<file path="config.mk">
export PLATFORM = sky130hd
export DESIGN_NAME = mem_access_unit_flat
export DESIGN_NICKNAME = d
export VERILOG_FILES = /design/src/rtl/mem_access_unit_if.sv /design/src/rtl/mem_access_unit.sv /design/src/flat_wrapper.sv
export SDC_FILE = /design/constraint.sdc
export NUM_CORES = 1
export LEC_CHECK = 0
export CAP_MARGIN = 20
export CORE_ASPECT_RATIO = 0.8
export CORE_UTILIZATION = 46
export CTS_BUF_LIST = sky130_fd_sc_hd__clkbuf_8 sky130_fd_sc_hd__clkbuf_16
export DETAILED_ROUTE_END_ITERATION = 16
export MAX_ROUTING_LAYER = met4
export PLACE_DENSITY = 0.8
export SYNTH_ARGS = -nofsm -noshare
export SYNTH_HDL_FRONTEND = slang
export SYNTH_SLANG_ARGS = --single-unit
</file>
<file path="constraint.sdc">
create_clock -name clk -period 1.5 [get_ports clk]
set_input_delay 0.225 -clock clk [delete_from_list [all_inputs] [get_ports clk]]
set_output_delay 0.225 -clock clk [all_outputs]
set_load 0.01 [all_outputs]
</file>
<file path="src/rtl/mem_access_unit_if.sv">
// Data-bus interface between the MEM-stage access unit (master) and a
// memory responder (slave). The request side is driven by the unit; the
// responder returns ack and read data.
interface mem_access_unit_if #(
    parameter int DATA_W = 32
);
    logic              req;
    logic              we;
    logic [DATA_W-1:0] addr;
    logic [DATA_W-1:0] wdata;
    logic              ack;
    logic [DATA_W-1:0] rdata;

    modport master (
        output req, we, addr, wdata,
        input  ack, rdata
    );

    modport slave (
        input  req, we, addr, wdata,
        output ack, rdata
    );
endinterface

</file>
<file path="src/rtl/mem_access_unit.sv">
// MEM-stage access unit: converts the EX/MEM memory command into a req/ack
// bus transaction, holds the front pipeline while it is outstanding, and
// carries the MEM/WB register.
// Optional feature macro: MEM_TIMEOUT_EN adds an ack timeout that aborts the
// access after TIMEOUT_CYCLES busy cycles and pulses bus_err.
module mem_access_unit #(
    parameter int DATA_W         = 32,
    parameter int TIMEOUT_CYCLES = 256
) (
    input  logic              clk,
    input  logic              reset,
    input  logic              mem_regwr,
    input  logic              mem_memtoreg,
    input  logic              mem_memwr,
    input  logic              mem_dmen,
    input  logic [DATA_W-1:0] mem_result,
    input  logic [DATA_W-1:0] mem_rt,
    input  logic [4:0]        mem_regdst_addr,
    output logic              mem_stall,
    mem_access_unit_if.master dbus,
    output logic              bus_err,
    output logic              wb_regwr,
    output logic              wb_memtoreg,
    output logic [DATA_W-1:0] wb_result,
    output logic [DATA_W-1:0] wb_rdata,
    output logic [4:0]        wb_regdst_addr
);

    typedef enum logic [1:0] {IDLE, BUSY, DONE} state_t;

    state_t            state_reg, state_next;
    logic              req_reg, req_next;
    logic              we_reg;
    logic [DATA_W-1:0] addr_reg;
    logic [DATA_W-1:0] wdata_reg;
    logic [DATA_W-1:0] rdata_reg, rdata_next;
    logic              bus_err_reg, bus_err_next;
    logic              latch_cmd;
    logic              timeout_hit;

`ifdef MEM_TIMEOUT_EN
    localparam int CNT_W = 16;
    logic [CNT_W-1:0] cnt_reg;

    // Count busy cycles without ack; cleared whenever not BUSY so each access starts at 0.
    always_ff @(posedge clk) begin
        if (reset || state_reg != BUSY)
            cnt_reg <= '0;
        else if (!dbus.ack)
            cnt_reg <= cnt_reg + 1'b1;
    end

    // An ack on the terminal cycle takes priority, so only ackless cycles can time out.
    assign timeout_hit = (state_reg == BUSY) && !dbus.ack &&
                         (cnt_reg == CNT_W'(TIMEOUT_CYCLES - 1));
`else
    logic unused_timeout;
    assign unused_timeout = ^TIMEOUT_CYCLES;
    assign timeout_hit    = 1'b0;
`endif

    // Next-state, request and stall decode; stall is combinational so EX/MEM holds in the same cycle.
    always_comb begin
        state_next   = state_reg;
        req_next     = req_reg;
        rdata_next   = rdata_reg;
        bus_err_next = 1'b0;
        latch_cmd    = 1'b0;
        mem_stall    = 1'b0;
        case (state_reg)
            IDLE: begin
                if (mem_dmen) begin
                    mem_stall  = 1'b1;
                    latch_cmd  = 1'b1;
                    req_next   = 1'b1;
                    state_next = BUSY;
                end
            end
            BUSY: begin
                mem_stall = 1'b1;
                if (dbus.ack) begin
                    rdata_next = dbus.rdata;
                    req_next   = 1'b0;
                    state_next = DONE;
                end else if (timeout_hit) begin
                    rdata_next   = '0;
                    req_next     = 1'b0;
                    bus_err_next = 1'b1;
                    state_next   = DONE;
                end
            end
            DONE: begin
                // mem_dmen still describes the finished op here, so it is not looked at.
                state_next = IDLE;
            end
            default: begin
                req_next   = 1'b0;
                state_next = IDLE;
            end
        endcase
    end

    // FSM, request, captured load data and error pulse registers.
    always_ff @(posedge clk) begin
        if (reset) begin
            state_reg   <= IDLE;
            req_reg     <= 1'b0;
            rdata_reg   <= '0;
            bus_err_reg <= 1'b0;
        end else begin
            state_reg   <= state_next;
            req_reg     <= req_next;
            rdata_reg   <= rdata_next;
            bus_err_reg <= bus_err_next;
        end
    end

    // Capture the command once on the IDLE->BUSY edge so it stays stable while waiting.
    always_ff @(posedge clk) begin
        if (reset) begin
            we_reg    <= 1'b0;
            addr_reg  <= '0;
            wdata_reg <= '0;
        end else if (latch_cmd) begin
            we_reg    <= mem_memwr;
            addr_reg  <= mem_result;
            wdata_reg <= mem_rt;
        end
    end

    // MEM/WB register: bubble while stalled, advance otherwise; a timed-out op writes nothing.
    always_ff @(posedge clk) begin
        if (reset) begin
            wb_regwr       <= 1'b0;
            wb_memtoreg    <= 1'b0;
            wb_result      <= '0;
            wb_rdata       <= '0;
            wb_regdst_addr <= '0;
        end else if (mem_stall) begin
            wb_regwr <= 1'b0;
        end else begin
            wb_regwr       <= mem_regwr & ~bus_err_reg;
            wb_memtoreg    <= mem_memtoreg;
            wb_result      <= mem_result;
            wb_rdata       <= rdata_reg;
            wb_regdst_addr <= mem_regdst_addr;
        end
    end

    assign dbus.req   = req_reg;
    assign dbus.we    = (state_reg == BUSY) ? we_reg    : 1'b0;
    assign dbus.addr  = (state_reg == BUSY) ? addr_reg  : '0;
    assign dbus.wdata = (state_reg == BUSY) ? wdata_reg : '0;
    assign bus_err    = bus_err_reg;

endmodule

</file>
<file path="src/flat_wrapper.sv">
// flat-port wrapper written by rule: the top's interface ports become plain ports
module mem_access_unit_flat 
#(
    parameter int DATA_W         = 32,
    parameter int TIMEOUT_CYCLES = 256
)
  (clk, reset, mem_regwr, mem_memtoreg, mem_memwr, mem_dmen, mem_result, mem_rt, mem_regdst_addr, mem_stall, bus_err, wb_regwr, wb_memtoreg, wb_result, wb_rdata, wb_regdst_addr, dbus_req, dbus_we, dbus_addr, dbus_wdata, dbus_ack, dbus_rdata);
  mem_access_unit_if #(.DATA_W(DATA_W)) dbus_i ();
  input  logic clk;
  input  logic reset;
  input  logic mem_regwr;
  input  logic mem_memtoreg;
  input  logic mem_memwr;
  input  logic mem_dmen;
  input  logic [DATA_W-1:0] mem_result;
  input  logic [DATA_W-1:0] mem_rt;
  input  logic [4:0] mem_regdst_addr;
  output logic mem_stall;
  output logic bus_err;
  output logic wb_regwr;
  output logic wb_memtoreg;
  output logic [DATA_W-1:0] wb_result;
  output logic [DATA_W-1:0] wb_rdata;
  output logic [4:0] wb_regdst_addr;
  output wire logic [$bits(dbus_i.req)-1:0] dbus_req;
  output wire logic [$bits(dbus_i.we)-1:0] dbus_we;
  output wire logic [$bits(dbus_i.addr)-1:0] dbus_addr;
  output wire logic [$bits(dbus_i.wdata)-1:0] dbus_wdata;
  input wire logic [$bits(dbus_i.ack)-1:0] dbus_ack;
  input wire logic [$bits(dbus_i.rdata)-1:0] dbus_rdata;
  assign dbus_req = dbus_i.req;
  assign dbus_we = dbus_i.we;
  assign dbus_addr = dbus_i.addr;
  assign dbus_wdata = dbus_i.wdata;
  assign dbus_i.ack = dbus_ack;
  assign dbus_i.rdata = dbus_rdata;
  mem_access_unit #(.DATA_W(DATA_W), .TIMEOUT_CYCLES(TIMEOUT_CYCLES)) u_core (.clk(clk), .reset(reset), .mem_regwr(mem_regwr), .mem_memtoreg(mem_memtoreg), .mem_memwr(mem_memwr), .mem_dmen(mem_dmen), .mem_result(mem_result), .mem_rt(mem_rt), .mem_regdst_addr(mem_regdst_addr), .mem_stall(mem_stall), .dbus(dbus_i), .bus_err(bus_err), .wb_regwr(wb_regwr), .wb_memtoreg(wb_memtoreg), .wb_result(wb_result), .wb_rdata(wb_rdata), .wb_regdst_addr(wb_regdst_addr));
endmodule
</file>
==> Yosys cells after proc, flatten, opt, wreduce, memory -nomap -nowiden <==
Cells that the tools add are included.
{ "word_totals": {"register_bits": 171, "input_bits": 108, "out_inout_bits": 139, "wordCells": 33} }
{ "op_classes": {"n_eq_ne": 4, "n_mux": 12, "bitwise_logic": 1, "reduce_logical": 5} }
{ "op_table": {"columns": ["operator", "count"], "rows": [
  ["two-way mux 32 bit", 2],
  ["two-way mux 1 bit", 5],
  ["two-way mux 2 bit", 2],
  ["inequality test 2 bit (second input constant)", 2],
  ["case mux 2 bit (2 select lines)", 1],
  ["AND reduction 2 bit", 2],
  ["case mux 1 bit (3 select lines)", 1],
  ["AND reduction 3 bit", 1],
  ["== test 2 x 1 -> 1 bit (second input constant)", 1],
  ["== test 2 bit (second input constant)", 1],
  ["logical NOT 2 bit", 1],
  ["case mux 1 bit (2 select lines)", 1],
  ["OR reduction 2 bit", 1],
  ["inverter 1 bit", 1]
]} }

==> Logic depth before layout (Yosys ltp) <==
{ "depth": {"ltp_word": 3, "mapped_depth": 4, "depth_no_buf": 2} }

==> Worst setup path after synthesis <==
Ideal clock, no wire load.
{ "synth_timing": {"path_type": "flip-flop to output port", "start": "reg u_core.state_reg[0]", "end": "out dbus_addr[0]", "arrival_ns": 1.074, "required_time_ns": 1.275, "path_slack_ns": 0.201, "stages_incl_launch_ff": 5, "n_path_buf": 2, "cell_sequence": "dfxtp_1 -> and2b_2 -> clkbuf_2 -> clkbuf_1 -> and2_1"} }
{ "synth_between": {"elab_chain_len": 2} }
{ "synth_rtl": {"columns": ["element", "line_no", "source"], "rows": [
  ["from (decl)", "mem_access_unit.sv:31", "state_t state_reg, state_next;"],
  ["from (signal assigned)", "mem_access_unit.sv:111", "state_reg <= state_next;"],
  ["== test 2 x 1 -> 1 bit", "mem_access_unit.sv:152", "assign dbus.addr = (state_reg == BUSY) ? addr_reg : '0;"],
  ["two-way mux 32 bit", "mem_access_unit.sv:152", null],
  ["to (decl)", "flat_wrapper.sv:27", "output wire logic [$bits(dbus_i.addr)-1:0] dbus_addr;"]
]} }
No other way between the ends.

==> Final worst setup path <==
{ "layout_timing": {"start": "reg u_core.state_reg[1]", "end": "out dbus_wdata[3]"} }
{ "layout_between": {"elab_chain_len": 2} }
{ "layout_rtl": {"columns": ["element", "line_no", "source"], "rows": [
  ["== test 2 x 1 -> 1 bit", "mem_access_unit.sv:153", "assign dbus.wdata = (state_reg == BUSY) ? wdata_reg : '0;"],
  ["two-way mux 32 bit", "mem_access_unit.sv:153", null],
  ["to (decl)", "flat_wrapper.sv:28", "output wire logic [$bits(dbus_i.wdata)-1:0] dbus_wdata;"]
]} }
No other way between the ends.

==> impl_metrics.yaml <==
clocking:
  numCtsBuffers: 17
  clockRootBuffer: "clkbuf_16"
  cts_tree: "built"
  cts_buffer_depth: 2
  clock_latency_ns: 0.41
  path_clk_slew_ns: 0.06
  cts_sinks: 171
  htree_levels: 4
setup_path:
  crit_arrival_ns: 1.59
  cp_slowest_stage_delay_ns: 0.32
  rr_worst_depth: 5
  r2r-start: "u_core.state_reg[1]"
  cpMaxStageDelayCell: "dfxtp_2"
  required_ns: 1.27
  path_cells: "and2b_4, buf_8, buf_8, buf_16, and2_4, buf_6"
  critPathKind: "reg -> out"
  crit_top_cell: "buf_8"
  crit_path_max_fanout: 8
  reg2reg_slack_ns: 0.07
  critPathLaunchType: "flip-flop"
  r2r_end: "u_core.wb_result[25]"
  end_kind: "output port"
finish:
  drive_above_1_share: 0.1867
  area_growth_syn_to_layout_pct: 47.43
  diodes: 0
  nFillCells: 1240
  utilization: 0.7038
  nNetsFinal: 1092
  layout.cells.non_filler: 1211
  seq_area_um2: 3425
  final_cell_mix: "270 x nand2b_1, 170 x dfxtp_1, 165 x mux2i_1"
  multi_input_area_um2: 4004
  final_common_cell: "nand2b_1"
route:
  num_vias: 5736
  avgViaCountPerCell: 4.737
  ant_nets: 0
  first_pass_iters: 5
  drc: 0
  drt_iter0_drc: 212
  avgRoutedWirePerCell_um: 15.95
  wl_um: 19320
synthesis:
  synth_top_family_by_area: "simple AND/OR/NAND/NOR gates"
  post_synth_num_cell_types: 20
  netlist_area_um2: 7616
  synth_nets: 852
  yosys.area_share.simple: 0.2832
  synth-compound-area-share: 0.003779
  ys_seq_area_frac: 0.4495
  synth_area_per_cell_um2: 10.24
  synthXorXnorAreaFrac: 0
  synthAdderAreaFrac: 0
  muxShareOfSynthArea: 0.2195
  ys.warnings.count: 0
  synth_seq_cells: 171
  synthCells: 744
hold_path:
  min_from: "reset"
  hp-class: "in -> reg"
  whs_endpoint: "u_core.state_reg[1]"
  worstHoldPathCells: 3
sta:
  fmax_mhz: 550.7
  rsz0062_at_grt: "true"
  clock_skew_ns: 0.009044
  timing.hold.ws_ns: 0.3651
  fin_ws_ns: -0.3159
  finalHoldViolCount: 0
  finalSetupViolations: 65
  period_share: 1.211
  slew_violations: 0
  min_period_ns: 1.816
die:
  chipHeight_um: 117.1
  io_pins: 247
  fp-row-count: 41
  die_w_um: 145.9
  coreArea_um2: 15950
  start_util: 0.4774
  dieArea_um2: 17080
power:
  clkPwrFrac: 0.389
  sw_frac_of_total: 0.2408
  ir_drop_mv: 0.7614
  pwr-share-comb: 0.170
  leakage_nw: 5.073
  p_per_area_nw_per_um2: 998.1
  p_seq_frac: 0.441
  internal_power_mw: 8.509
  switching_power_mw: 2.698
place:
  dp_hpwl_um: 12100
  place_inst: 1164
  dp_slack_ns: -0.2206
  portBuffers: 245
  gp_congestion: 0.7494
status:
  violations: "negative setup slack"
  outcome: "finished, violations left"
global_routing:
  grt_pass1_wl_um: 28830
  grt.total_usage: 0.2241
  grt_antenna_before_repair: 0
  grt_max_degree: 142
  grt.overflow.total: 0
  grt_pass1_vias: 5643
run:
  drv_cap: 0
## cells in the mapped netlist
cell / number / share of area
conb_1: 1 / 0.00049
and3b_2: 1 / 0.0013
mux2i_1: 167 / 0.22
buf_4: 14 / 0.014
buf_2: 3 / 0.0020
o21ba_2: 1 / 0.0013
o21ai_0: 1 / 0.00066
nor2b_1: 2 / 0.0016
or3b_1: 1 / 0.0012
buf_6: 1 / 0.0015
buf_12: 3 / 0.0079
and2_1: 66 / 0.054
and2b_2: 1 / 0.0012
nor3b_1: 2 / 0.0020
clkbuf_1: 36 / 0.018
dfxtp_1: 171 / 0.45
clkbuf_2: 1 / 0.00066
a21oi_1: 1 / 0.00066
o2bb2ai_1: 1 / 0.0012
nand2b_1: 270 / 0.22
## power by group through the flow
stage / combinational [mW] / sequential, mW / clock [mW]
after floorplan: 0.891 / 5.05 / 0
after global placement: 1.70 / 5.03 / 0
after detailed placement: 1.72 / 5.04 / 0
after CTS: 1.83 / 4.94 / 4.44
after global routing: 2.03 / 4.97 / 4.67
final: 1.91 / 4.94 / 4.36
## what timing repair did
action                     CTS  global route
pin swaps                   36             7
setup endpoints to repair  137            77
hold buffers                 0             0
resized for setup          428            26
setup buffers                9             0
gates cloned                 5             4
## cells by family (layout without fill, tap and decap cells)
family / Yosys count / after routing
simple gates: 343 / 343
flops: 171 / 171
mux: 167 / 167
buf+inv: 58 / 310
compound gates: 4 / 4
other cells: 1 / 1
## routing by layer
metal / wire length [um] / vias to the layer above / GRT usage
li1: - / 2875 / -
met1: 8779 / 2677 / 0.2698
met2: 8857 / 168 / 0.3598
met3: 1506 / 16 / 0.07791
met4: 174 / 0 / 0.05754
met5: 0 / - / -
## cell type report
type	instances	share of cell area
Multi-Input combinational cell	515	0.3566
Sequential cell	171	0.3050
Tap cell	215	0.02396
Timing Repair Buffer	279	0.2622
Clock inverter	11	0.01070
Clock buffer	20	0.04156
## critical path: cells and delay by family, from the launching register on
family / cells / cell delay [ns]
buffers and inverters: 4 / 0.48
flip-flops: 1 / 0.32
AND/OR/NAND/NOR: 2 / 0.40
## worst max-delay path by stage
stage                         from             endpoint  slack (ns)  depth (start not counted)
2_1_floorplan  u_core.state_reg[0]         dbus_addr[0]        0.20                          4
3_3_place_gp              mem_dmen   u_core.addr_reg[6]       -0.19                          4
3_5_place_dp              mem_dmen  u_core.addr_reg[24]       -0.22                          4
4_1_cts        u_core.state_reg[1]       dbus_wdata[26]       -0.34                          6
5_1_grt        u_core.state_reg[1]         dbus_addr[3]       -0.38                          6
6_report       u_core.state_reg[1]        dbus_wdata[3]       -0.32                          6
## through the flow
| step | TNS [ns] | power (mW) | instance area [um^2] |
|---|---|---|---|
| after global placement | -20.04 | 6.728 | 10270 |
| final | -15.57 | 11.21 | 11230 |
| after CTS | -17.67 | 11.21 | 11060 |
| after floorplan | 0 | 5.945 | 7616 |
| after global routing | -19.78 | 11.67 | 11230 |
| after detailed placement | -24.02 | 6.753 | 10270 |
Note: power is estimated with default switching activity, not from simulation.
